## config.mk

```make
export PLATFORM = sky130hd
export DESIGN_NAME = pipeline_hazard_ctrl
export DESIGN_NICKNAME = d
export VERILOG_FILES = /design/src/rtl/pipe_ctrl_pkg.sv /design/src/rtl/pipeline_hazard_ctrl_sat_counter.sv /design/src/rtl/pipeline_hazard_ctrl.sv
export SDC_FILE = /design/constraint.sdc
export NUM_CORES = 1
export LEC_CHECK = 0
export CAP_MARGIN = 15
export CORE_MARGIN = 2
export CORE_UTILIZATION = 40
export CTS_CLUSTER_SIZE = 14
export DETAILED_ROUTE_END_ITERATION = 10
export PLACE_DENSITY = 0.78
export SLEW_MARGIN = 20
export SYNTH_ARGS = -nofsm -noshare
export SYNTH_HDL_FRONTEND = slang
export SYNTH_HIERARCHICAL = 1
export SYNTH_SLANG_ARGS = --single-unit
export TNS_END_PERCENT = 20
```

## constraint.sdc

```tcl
create_clock -name clk_i -period 2.37 [get_ports clk_i]
set_input_delay 0.237 -clock clk_i [delete_from_list [all_inputs] [get_ports clk_i]]
set_output_delay 0.237 -clock clk_i [all_outputs]
set_load 0.02 [all_outputs]
```

## src/rtl/pipe_ctrl_pkg.sv

```systemverilog
`default_nettype none
// ============================================================================
//  Module   : pipe_ctrl_pkg
//  Purpose  : Shared types for the pipeline hazard sequencer. It provides the
//             sequencer state encoding, the default register-address width
//             and the bundle of stage-register control strobes.
//  Revision : 1.0 - initial release
// ============================================================================
package pipe_ctrl_pkg;

    localparam int REG_AW_DEF = 5;

    typedef enum logic [1:0] {
        ST_IDLE  = 2'd0,
        ST_RUN   = 2'd1,
        ST_DRAIN = 2'd2,
        ST_DONE  = 2'd3
    } state_t;

    // These are the control strobes that go to the stage registers.
    typedef struct packed {
        logic pc_write;
        logic if_id_stall;
        logic if_id_flush;
        logic id_ex_bubble;
        logic freeze;
    } ctrl_t;

endpackage : pipe_ctrl_pkg
`default_nettype wire

```

## src/rtl/pipeline_hazard_ctrl_sat_counter.sv

```systemverilog
`default_nettype none
// ============================================================================
//  Module   : sat_counter
//  Purpose  : Up-counter that stops at its all-ones value instead of
//             wrapping back to zero.
//  Ports    : clk_i  - clock
//             rst_i  - synchronous reset, active-low
//             inc_i  - count one event this cycle
//             cnt_o  - current count (W bits)
//  Revision : 1.0 - initial release
// ============================================================================
module sat_counter #(
    parameter int W = 16
) (
    input  logic         clk_i,
    input  logic         rst_i,
    input  logic         inc_i,
    output logic [W-1:0] cnt_o
);

    always_ff @(posedge clk_i) begin
        if (!rst_i) begin
            cnt_o <= '0;
        end else if (inc_i && (cnt_o != {W{1'b1}})) begin
            cnt_o <= cnt_o + W'(1);
        end
    end

endmodule : sat_counter
`default_nettype wire

```

## src/rtl/pipeline_hazard_ctrl.sv

```systemverilog
`default_nettype none
// ============================================================================
//  Module   : pipeline_hazard_ctrl
//  Purpose  : Central sequencer for the 5-stage pipeline. It decodes the PC
//             write-enable, the IF/ID stall and flush, the ID/EX bubble and
//             the global freeze from the current state and the hazard inputs.
//             It also sequences start, halt, drain and done, and it counts
//             stall and flush cycles.
//  Ports    : clk_i, rst_i          - clock, synchronous active-low reset
//             start_i               - begin execution (sampled in IDLE)
//             id_rs1_i, id_rs2_i    - source registers of the ID instruction
//             ex_rd_i, ex_mem_read_i- destination / load flag of EX instr.
//             branch_taken_i        - ID branch resolved taken
//             halt_i                - ID holds a halt instruction
//             mem_stall_i           - data memory busy
//             pc_write_o .. freeze_o- stage-register controls (combinational)
//             done_o                - pipeline drained after halt (registered)
//             stall_cnt_o           - load-use stall / freeze cycles
//             flush_cnt_o           - branch flush cycles
//  Revision : 1.0 - initial release
// ============================================================================
module pipeline_hazard_ctrl
    import pipe_ctrl_pkg::*;
#(
    parameter int REG_AW       = REG_AW_DEF,
    parameter int DRAIN_CYCLES = 3,
    parameter int CNT_W        = 16
) (
    input  logic              clk_i,
    input  logic              rst_i,
    input  logic              start_i,
    input  logic [REG_AW-1:0] id_rs1_i,
    input  logic [REG_AW-1:0] id_rs2_i,
    input  logic [REG_AW-1:0] ex_rd_i,
    input  logic              ex_mem_read_i,
    input  logic              branch_taken_i,
    input  logic              halt_i,
    input  logic              mem_stall_i,
    output logic              pc_write_o,
    output logic              if_id_stall_o,
    output logic              if_id_flush_o,
    output logic              id_ex_bubble_o,
    output logic              freeze_o,
    output logic              done_o,
    output logic [CNT_W-1:0]  stall_cnt_o,
    output logic [CNT_W-1:0]  flush_cnt_o
);

    // The drain counter only needs to hold DRAIN_CYCLES-1.
    localparam int DCW = (DRAIN_CYCLES > 1) ? $clog2(DRAIN_CYCLES) : 1;
    localparam logic [DCW-1:0] C_DRAIN_LOAD = DCW'(DRAIN_CYCLES - 1);

    state_t         r_state;
    logic [DCW-1:0] r_drain_cnt;
    logic           r_done;

    logic  w_load_use;
    ctrl_t w_ctrl;
    logic  w_stall_inc;
    logic  w_flush_inc;

    // A load that writes x0 never creates a hazard, because x0 is hard-wired.
    assign w_load_use = ex_mem_read_i && (ex_rd_i != '0) &&
                        ((ex_rd_i == id_rs1_i) || (ex_rd_i == id_rs2_i));

    // ------------------------------------------------------------------
    // Output decode. It is purely combinational, so every action takes
    // effect on the same clock edge as the condition that causes it.
    // ------------------------------------------------------------------
    always_comb begin
        w_ctrl      = '0;
        w_stall_inc = 1'b0;
        w_flush_inc = 1'b0;
        unique case (r_state)
            ST_IDLE: begin
                w_ctrl.if_id_flush  = 1'b1;
                w_ctrl.id_ex_bubble = 1'b1;
            end
            ST_RUN: begin
                if (mem_stall_i) begin
                    w_ctrl.freeze      = 1'b1;
                    w_ctrl.if_id_stall = 1'b1;
                    w_stall_inc        = 1'b1;
                end else if (w_load_use) begin
                    // The branch flush is held back here. The branch is
                    // resolved again next cycle, once the loaded value can
                    // be forwarded.
                    w_ctrl.if_id_stall  = 1'b1;
                    w_ctrl.id_ex_bubble = 1'b1;
                    w_stall_inc         = 1'b1;
                end else if (halt_i) begin
                    w_ctrl.if_id_flush = 1'b1;
                end else if (branch_taken_i) begin
                    w_ctrl.pc_write    = 1'b1;
                    w_ctrl.if_id_flush = 1'b1;
                    w_flush_inc        = 1'b1;
                end else begin
                    w_ctrl.pc_write = 1'b1;
                end
            end
            ST_DRAIN: begin
                w_ctrl.if_id_flush  = 1'b1;
                w_ctrl.id_ex_bubble = 1'b1;
                w_ctrl.freeze       = mem_stall_i;
                w_stall_inc         = mem_stall_i;
            end
            default: begin
                // In DONE the pipeline keeps the drained outputs, and the
                // counters no longer advance.
                w_ctrl.if_id_flush  = 1'b1;
                w_ctrl.id_ex_bubble = 1'b1;
                w_ctrl.freeze       = mem_stall_i;
            end
        endcase
    end

    assign pc_write_o     = w_ctrl.pc_write;
    assign if_id_stall_o  = w_ctrl.if_id_stall;
    assign if_id_flush_o  = w_ctrl.if_id_flush;
    assign id_ex_bubble_o = w_ctrl.id_ex_bubble;
    assign freeze_o       = w_ctrl.freeze;
    assign done_o         = r_done;

    // ------------------------------------------------------------------
    // Sequencer with the drain down-counter and the registered done flag
    // ------------------------------------------------------------------
    always_ff @(posedge clk_i) begin
        if (!rst_i) begin
            r_state     <= ST_IDLE;
            r_drain_cnt <= '0;
            r_done      <= 1'b0;
        end else begin
            unique case (r_state)
                ST_IDLE: begin
                    if (start_i) begin
                        r_state <= ST_RUN;
                    end
                end
                ST_RUN: begin
                    if (!mem_stall_i && !w_load_use && halt_i) begin
                        r_state     <= ST_DRAIN;
                        r_drain_cnt <= C_DRAIN_LOAD;
                    end
                end
                ST_DRAIN: begin
                    // Frozen cycles do not count toward the drain.
                    if (!mem_stall_i) begin
                        if (r_drain_cnt == '0) begin
                            r_state <= ST_DONE;
                            r_done  <= 1'b1;
                        end else begin
                            r_drain_cnt <= r_drain_cnt - DCW'(1);
                        end
                    end
                end
                default: begin
                    r_done <= 1'b1;
                end
            endcase
        end
    end

    sat_counter #(.W(CNT_W)) u_stall_cnt (
        .clk_i (clk_i),
        .rst_i (rst_i),
        .inc_i (w_stall_inc),
        .cnt_o (stall_cnt_o)
    );

    sat_counter #(.W(CNT_W)) u_flush_cnt (
        .clk_i (clk_i),
        .rst_i (rst_i),
        .inc_i (w_flush_inc),
        .cnt_o (flush_cnt_o)
    );

endmodule : pipeline_hazard_ctrl
`default_nettype wire

```

# Word-level counts from Yosys, hierarchy flattened
# Cells that the tools add are included.
[word_totals]
reg_bits = 37
in_bits = 22
out_inout_bits = 38
wordCells = 67
[classes]
n_addsub = 3
eq_ne = 11
muxes = 29
bitwise = 1
n_reduce_logical = 18
[ops]
columns = ["cell", "n"]
rows = [
  ["$add A16 B1 Y16 const B", 2],
  ["$ne A16 B16 Y1 const B", 2],
  ["$mux W2", 9],
  ["$mux W1", 15],
  ["$eq A5 B5 Y1", 2],
  ["$ne A2 B2 Y1 const B", 5],
  ["$logic_and A1 B1 Y1", 6],
  ["$pmux W1 S2", 3],
  ["$pmux W2 S3", 1],
  ["$reduce_and A5 Y1", 1],
  ["$reduce_bool A5 Y1", 1],
  ["$logic_not A2 Y1", 2],
  ["$pmux W2 S2", 1],
  ["$reduce_and A4 Y1", 1],
  ["$reduce_and A3 Y1", 1],
  ["$reduce_bool A3 Y1", 1],
  ["$eq A2 B1 Y1 const B", 1],
  ["$eq A2 B2 Y1 const B", 1],
  ["$logic_not A1 Y1", 2],
  ["$reduce_bool A2 Y1", 1],
  ["$reduce_or A2 Y1", 1],
  ["$sub A2 B1 Y2 const B", 1],
  ["$logic_or A1 B1 Y1", 1],
  ["$not A1 Y1", 1],
]

# Logic depth before layout (Yosys ltp)
[depth]
depth_word = 8
mapped_depth = 10
mapped_depth_nobuf = 10

# Hierarchy
# The synthesis kept the hierarchy.
[modules_own_cells]
columns = ["mod", "instances", "cells_each", "area_each_um2", "seq_area_each_um2"]
rows = [
  ["sat_counter", 2, 97, 837.1, 320.3],
  ["pipeline_hazard_ctrl", 1, 74, 563.0, 100.1],
]

# Least setup slack after synthesis
# Ideal clock, no wire load.
[synth_timing]
path_kind = "input port to flip-flop"
start = "input port ex_rd_i[4]"
end = "register u_stall_cnt.cnt_o[9]"
setup_ns = 0.071
arrival_ns = 2.347
t_required_ns = 2.299
path_slack_ns = -0.047
cell_stages = 9
path_buffers = 0
path_cell_list = "xnor2_1 -> nand3_1 -> o22ai_1 -> nor2b_2 -> nand2_1 -> a21boi_0 -> nand2_1 -> or4_1 -> a21oi_1"
[synth_between]
elab_chain_cells = 7
elab_cells_between_ends = 10
classes_between = "eq/ne: 2; mux: 3; reduce/logical: 5"
[synth_rtl]
columns = ["item", "line_no", "source"]
rows = [
  ["start: declaration", "pipeline_hazard_ctrl.sv:34", "input logic [REG_AW-1:0] ex_rd_i,"],
  ["$eq A5 B5 Y1 / $reduce_bool A5 Y1 (equally long branches)", "pipeline_hazard_ctrl.sv:64, pipeline_hazard_ctrl.sv:63", ""],
  ["$logic_or A1 B1 Y1 / $logic_and A1 B1 Y1 (equally long branches)", "pipeline_hazard_ctrl.sv:64, pipeline_hazard_ctrl.sv:63", ""],
  ["$logic_and A1 B1 Y1 (*)", "pipeline_hazard_ctrl.sv:63", "assign w_load_use = ex_mem_read_i && (ex_rd_i != '0) &&"],
  ["$mux W1 (*)", "pipeline_hazard_ctrl.sv:84", "end else if (w_load_use) begin"],
  ["$mux W1 (*)", "pipeline_hazard_ctrl.sv:80", "if (mem_stall_i) begin"],
  ["$pmux W1 S2 (*)", "pipeline_hazard_ctrl.sv:74", "unique case (r_state)"],
  ["named net w_stall_inc", "pipeline_hazard_ctrl.sv:59", "logic w_stall_inc;"],
  ["$logic_and A1 B1 Y1 (*)", "pipeline_hazard_ctrl_sat_counter.sv:24", "end else if (inc_i && (cnt_o != {W{1'b1}})) begin"],
  ["end signal: assignment", "pipeline_hazard_ctrl_sat_counter.sv:25", "cnt_o <= cnt_o + W'(1);"],
  ["end: declaration", "pipeline_hazard_ctrl_sat_counter.sv:18", "output logic [W-1:0] cnt_o"],
]
# The timed path passes the listed nets; every way through them passes the cells marked *.
# A chain may end at the register's enable or synchronous reset.

# Worst setup path after layout
[layout_timing]
start = "input port id_rs1_i[4]"
end = "register u_stall_cnt.cnt_o[6]"
[layout_between]
elab_chain_cells = 7
[layout_rtl]
columns = ["item", "line_no", "source"]
rows = [
  ["start: declaration", "pipeline_hazard_ctrl.sv:32", "input logic [REG_AW-1:0] id_rs1_i,"],
  ["$eq A5 B5 Y1", "pipeline_hazard_ctrl.sv:64", "((ex_rd_i == id_rs1_i) || (ex_rd_i == id_rs2_i));"],
  ["$logic_or A1 B1 Y1", "pipeline_hazard_ctrl.sv:64", ""],
  ["$logic_and A1 B1 Y1", "pipeline_hazard_ctrl.sv:63", ""],
  ["$mux W1", "pipeline_hazard_ctrl.sv:84", ""],
  ["$mux W1", "pipeline_hazard_ctrl.sv:80", ""],
  ["$pmux W1 S2", "pipeline_hazard_ctrl.sv:74", ""],
  ["named net w_stall_inc", "pipeline_hazard_ctrl.sv:59", ""],
  ["$logic_and A1 B1 Y1", "pipeline_hazard_ctrl_sat_counter.sv:24", ""],
]
# The timed path passes the listed nets, and every way through them passes these cells.

==> impl_results.md <==
* Top-count cell post-synth: dfxtp_1
* Post-Syn Area per Cell at between 8 and 9 um^2
* Hold slack at between 0.4 and 0.5 ns
* Share of post-route cells with drive strength above 1 at 0.182
* Setup ws final at approximately 0.034 ns
* Measured slew at the worst slew-check pin at roughly 0.5 ns
* Pre-CTS WS at -0.439 ns
* Data required, critical path at between 2 and 3 ns
* I/O pin cnt at 60
* Die Area at 0.00621 mm^2
* Post-route design area at 0.00330 mm^2
* RePlAce Congestion at ~0.86
* Post-CTS Hold Fix Bufs at 0
* Cell total after placement at 417
* Multi-input gate area at 0.00150 mm^2
* Period utilisation layout at 0.986
* Top post-synthesis cells by area: dfxtp_1, a21oi_1, nand2_1, xnor2_1, ha_1
* Final std cells w/o fill at 429
* Avg WL per Cell at 13.8 um
* Min-delay worst type: register to register
* Iter 0 DRT Violations at 75
* Flop2flop setup slack at roughly 0.16 ns
* Post-DP Area at about 0.003 mm^2
* CTS tree: done
* Synth warnings at 6
* Root buffer cell: clkbuf_8
* Crit path DAT at 2.56 ns
* Global-route wire length before repair at 9.75 mm
* Seq/Total Area, Yosys at 0.331
* Crit path capture type: register
* Cts bufs inserted at 5
* Worst Skew at 0.00525 ns
* Synth unique cells at 42
* VDD IR-drop max at 0.000480 V
* Yosys top cell by area: dfxtp_1
* Slew margin rel. at 0.676
* Width of the die at 78.8 um
* Mapped Cells at 268
* Final wirelength at 5.93 mm
* Final-report hold violation count at 0
* Syn Std Cell Area at about 0.0022 mm^2
* Mapped Nets at 298
* Post-synth top cells: dfxtp_1, nand2_1, a21oi_1
* Final min period at 2.34 ns
* H-tree lvl count at 2
* DRC at 0
* # rows at 27
* Leak pwr at around 1.2 nW
* Input/output buffers at 59
* Max-cap viol count at 0
* Register area at 741 um^2
* Synthesis-to-layout area growth at 47.5%
* Initial cell density of the core at 0.411
* Largest net degree at the start of global routing at 18
* Vias in the first global route at 2130
* Total core area at between 0.005 and 0.006 mm^2
* Total number of vias at about 2400
* Pins Over Slew Limit at 0
* DR pass1 iterations at 4
* Setup CP Type: primary input to register
* Vias per cell at 5.51
* Clock-pin slew on the worst setup and hold paths at 0.07 ns
* Antenna diodes at 0
* Filler cells at 463
* Ys flop type: dfxtp_1
* Synth top area share at 0.331
* Outcome: finished, final reports clean
* CP Launch Type: primary input
* GRT overflow at 0
* Setup Viol. Count Final at 0
* Design Power at 1.78 mW
* Crit path max fanout at 5
* ANT nets after route at 0
* Cell Pwr Density at roughly 540 mW/mm^2
* Fmax at between 400 and 500 MHz
* FFs w/ async S/R, synth at 0
* Setup TNS at 0 ns
* Clock tree buffer depth at 2
* Register bit total from synthesis at 37
* Layout Nets at 387
* Die H at a little under 80 um
* TritonCTS Sinks at 37
* Final core occ at 0.607
* Number of flops mapped to enable cells by yosys at 0
* Initial antenna violation count at 0
* Half-perimeter wire length after placement at 4.11 mm
* All-layer global routing usage at 0.193
* Clk_lat worst skew at 0.29 ns
==> metal layers <==
metal | global-route usage | share of wire | vias up
met1 | 0.241 | 0.45 | 1099
li1 | - | - | 1182
met4 | 0.0737 | 0.016 | 0
met2 | 0.318 | 0.48 | 73
met5 | 0 | 0 | -
met3 | 0.0523 | 0.062 | 11
==> critical path: stages <==
cell	delay [ns]
clkdlybuf4s50_1	0.48
xnor2_1	0.12
nand3_1	0.12
o22ai_2	0.19
nor2b_4	0.21
nand2_2	0.07
a21boi_2	0.13
buf_4	0.15
and4_4	0.23
o41ai_1	0.08
or3_1	0.39
a21oi_2	0.15
==> layout by cell type (no fill, tap or decap), types with 3 or more instances in the layout <==
cell / netlist / routed
a21oi_1: 22 / 21
and4_1: 6 / 4
buf_4: 2 / 26
clkbuf_8: 0 / 6
clkdlybuf4s50_1: 0 / 47
dfxtp_1: 37 / 37
dlymetal6s2s_1: 0 / 8
ha_1: 8 / 7
inv_1: 16 / 16
mux2i_1: 8 / 8
nand2_1: 28 / 25
nand2b_1: 4 / 4
nand3_1: 17 / 17
nand4_1: 6 / 6
nor2_1: 16 / 15
nor2b_1: 3 / 3
nor3_1: 4 / 4
nor4_1: 6 / 3
nor4_2: 2 / 5
o21ai_0: 11 / 10
o31ai_1: 12 / 12
or3_1: 4 / 4
or4_1: 11 / 10
xnor2_1: 12 / 10
==> sequential cells by signal, indices dropped and copies added, names as in the netlist <==
signal,cells
done_o,1
r_drain_cnt,2
r_state,2
u_flush_cnt/cnt_o,16
u_stall_cnt/cnt_o,16
==> power by group <==
group	switching (mW)	internal, mW	total [mW]
Combinational	0.337	0.300	0.636
Sequential	0.0349	0.662	0.696
Clock	0.217	0.231	0.448
==> area by class of cell <==
class / instances / area share
Tap cell: 72 / 0.0273
Timing Repair Buffer: 87 / 0.250
Inverter: 16 / 0.0182
Clock buffer: 7 / 0.0262
Multi-Input combinational cell: 210 / 0.454
Sequential cell: 37 / 0.224
==> timing repair <==
item,CTS,global route
pin swaps,4,7
resized for setup,27,18
setup buffers,0,5
endpoints found under the setup margin,26,31
==> path summary, 6_finish.rpt <==
path / from / end / depth (start not counted)
setup reg to reg: r_state[1] / u_stall_cnt/cnt_o[6] / 9
hold reg to reg: r_drain_cnt[0] / r_drain_cnt[0] / 2
setup / recovery: id_rs1_i[4] / u_stall_cnt/cnt_o[6] / 12
hold / removal: r_drain_cnt[0] / r_drain_cnt[0] / 2
==> cells by family after synthesis <==
family / count (synthesis) / share of synthesized area
AOI/OAI and AO/OA: 60 / 0.177
and+or+nand+nor: 120 / 0.318
DFF: 37 / 0.331
adders and majority gates: 8 / 0.0447
muxes: 8 / 0.0358
xor gates and xnor gates: 14 / 0.0548
buffers and inverters: 21 / 0.0386
No activity file was read; power rests on OpenSTA's default activity.
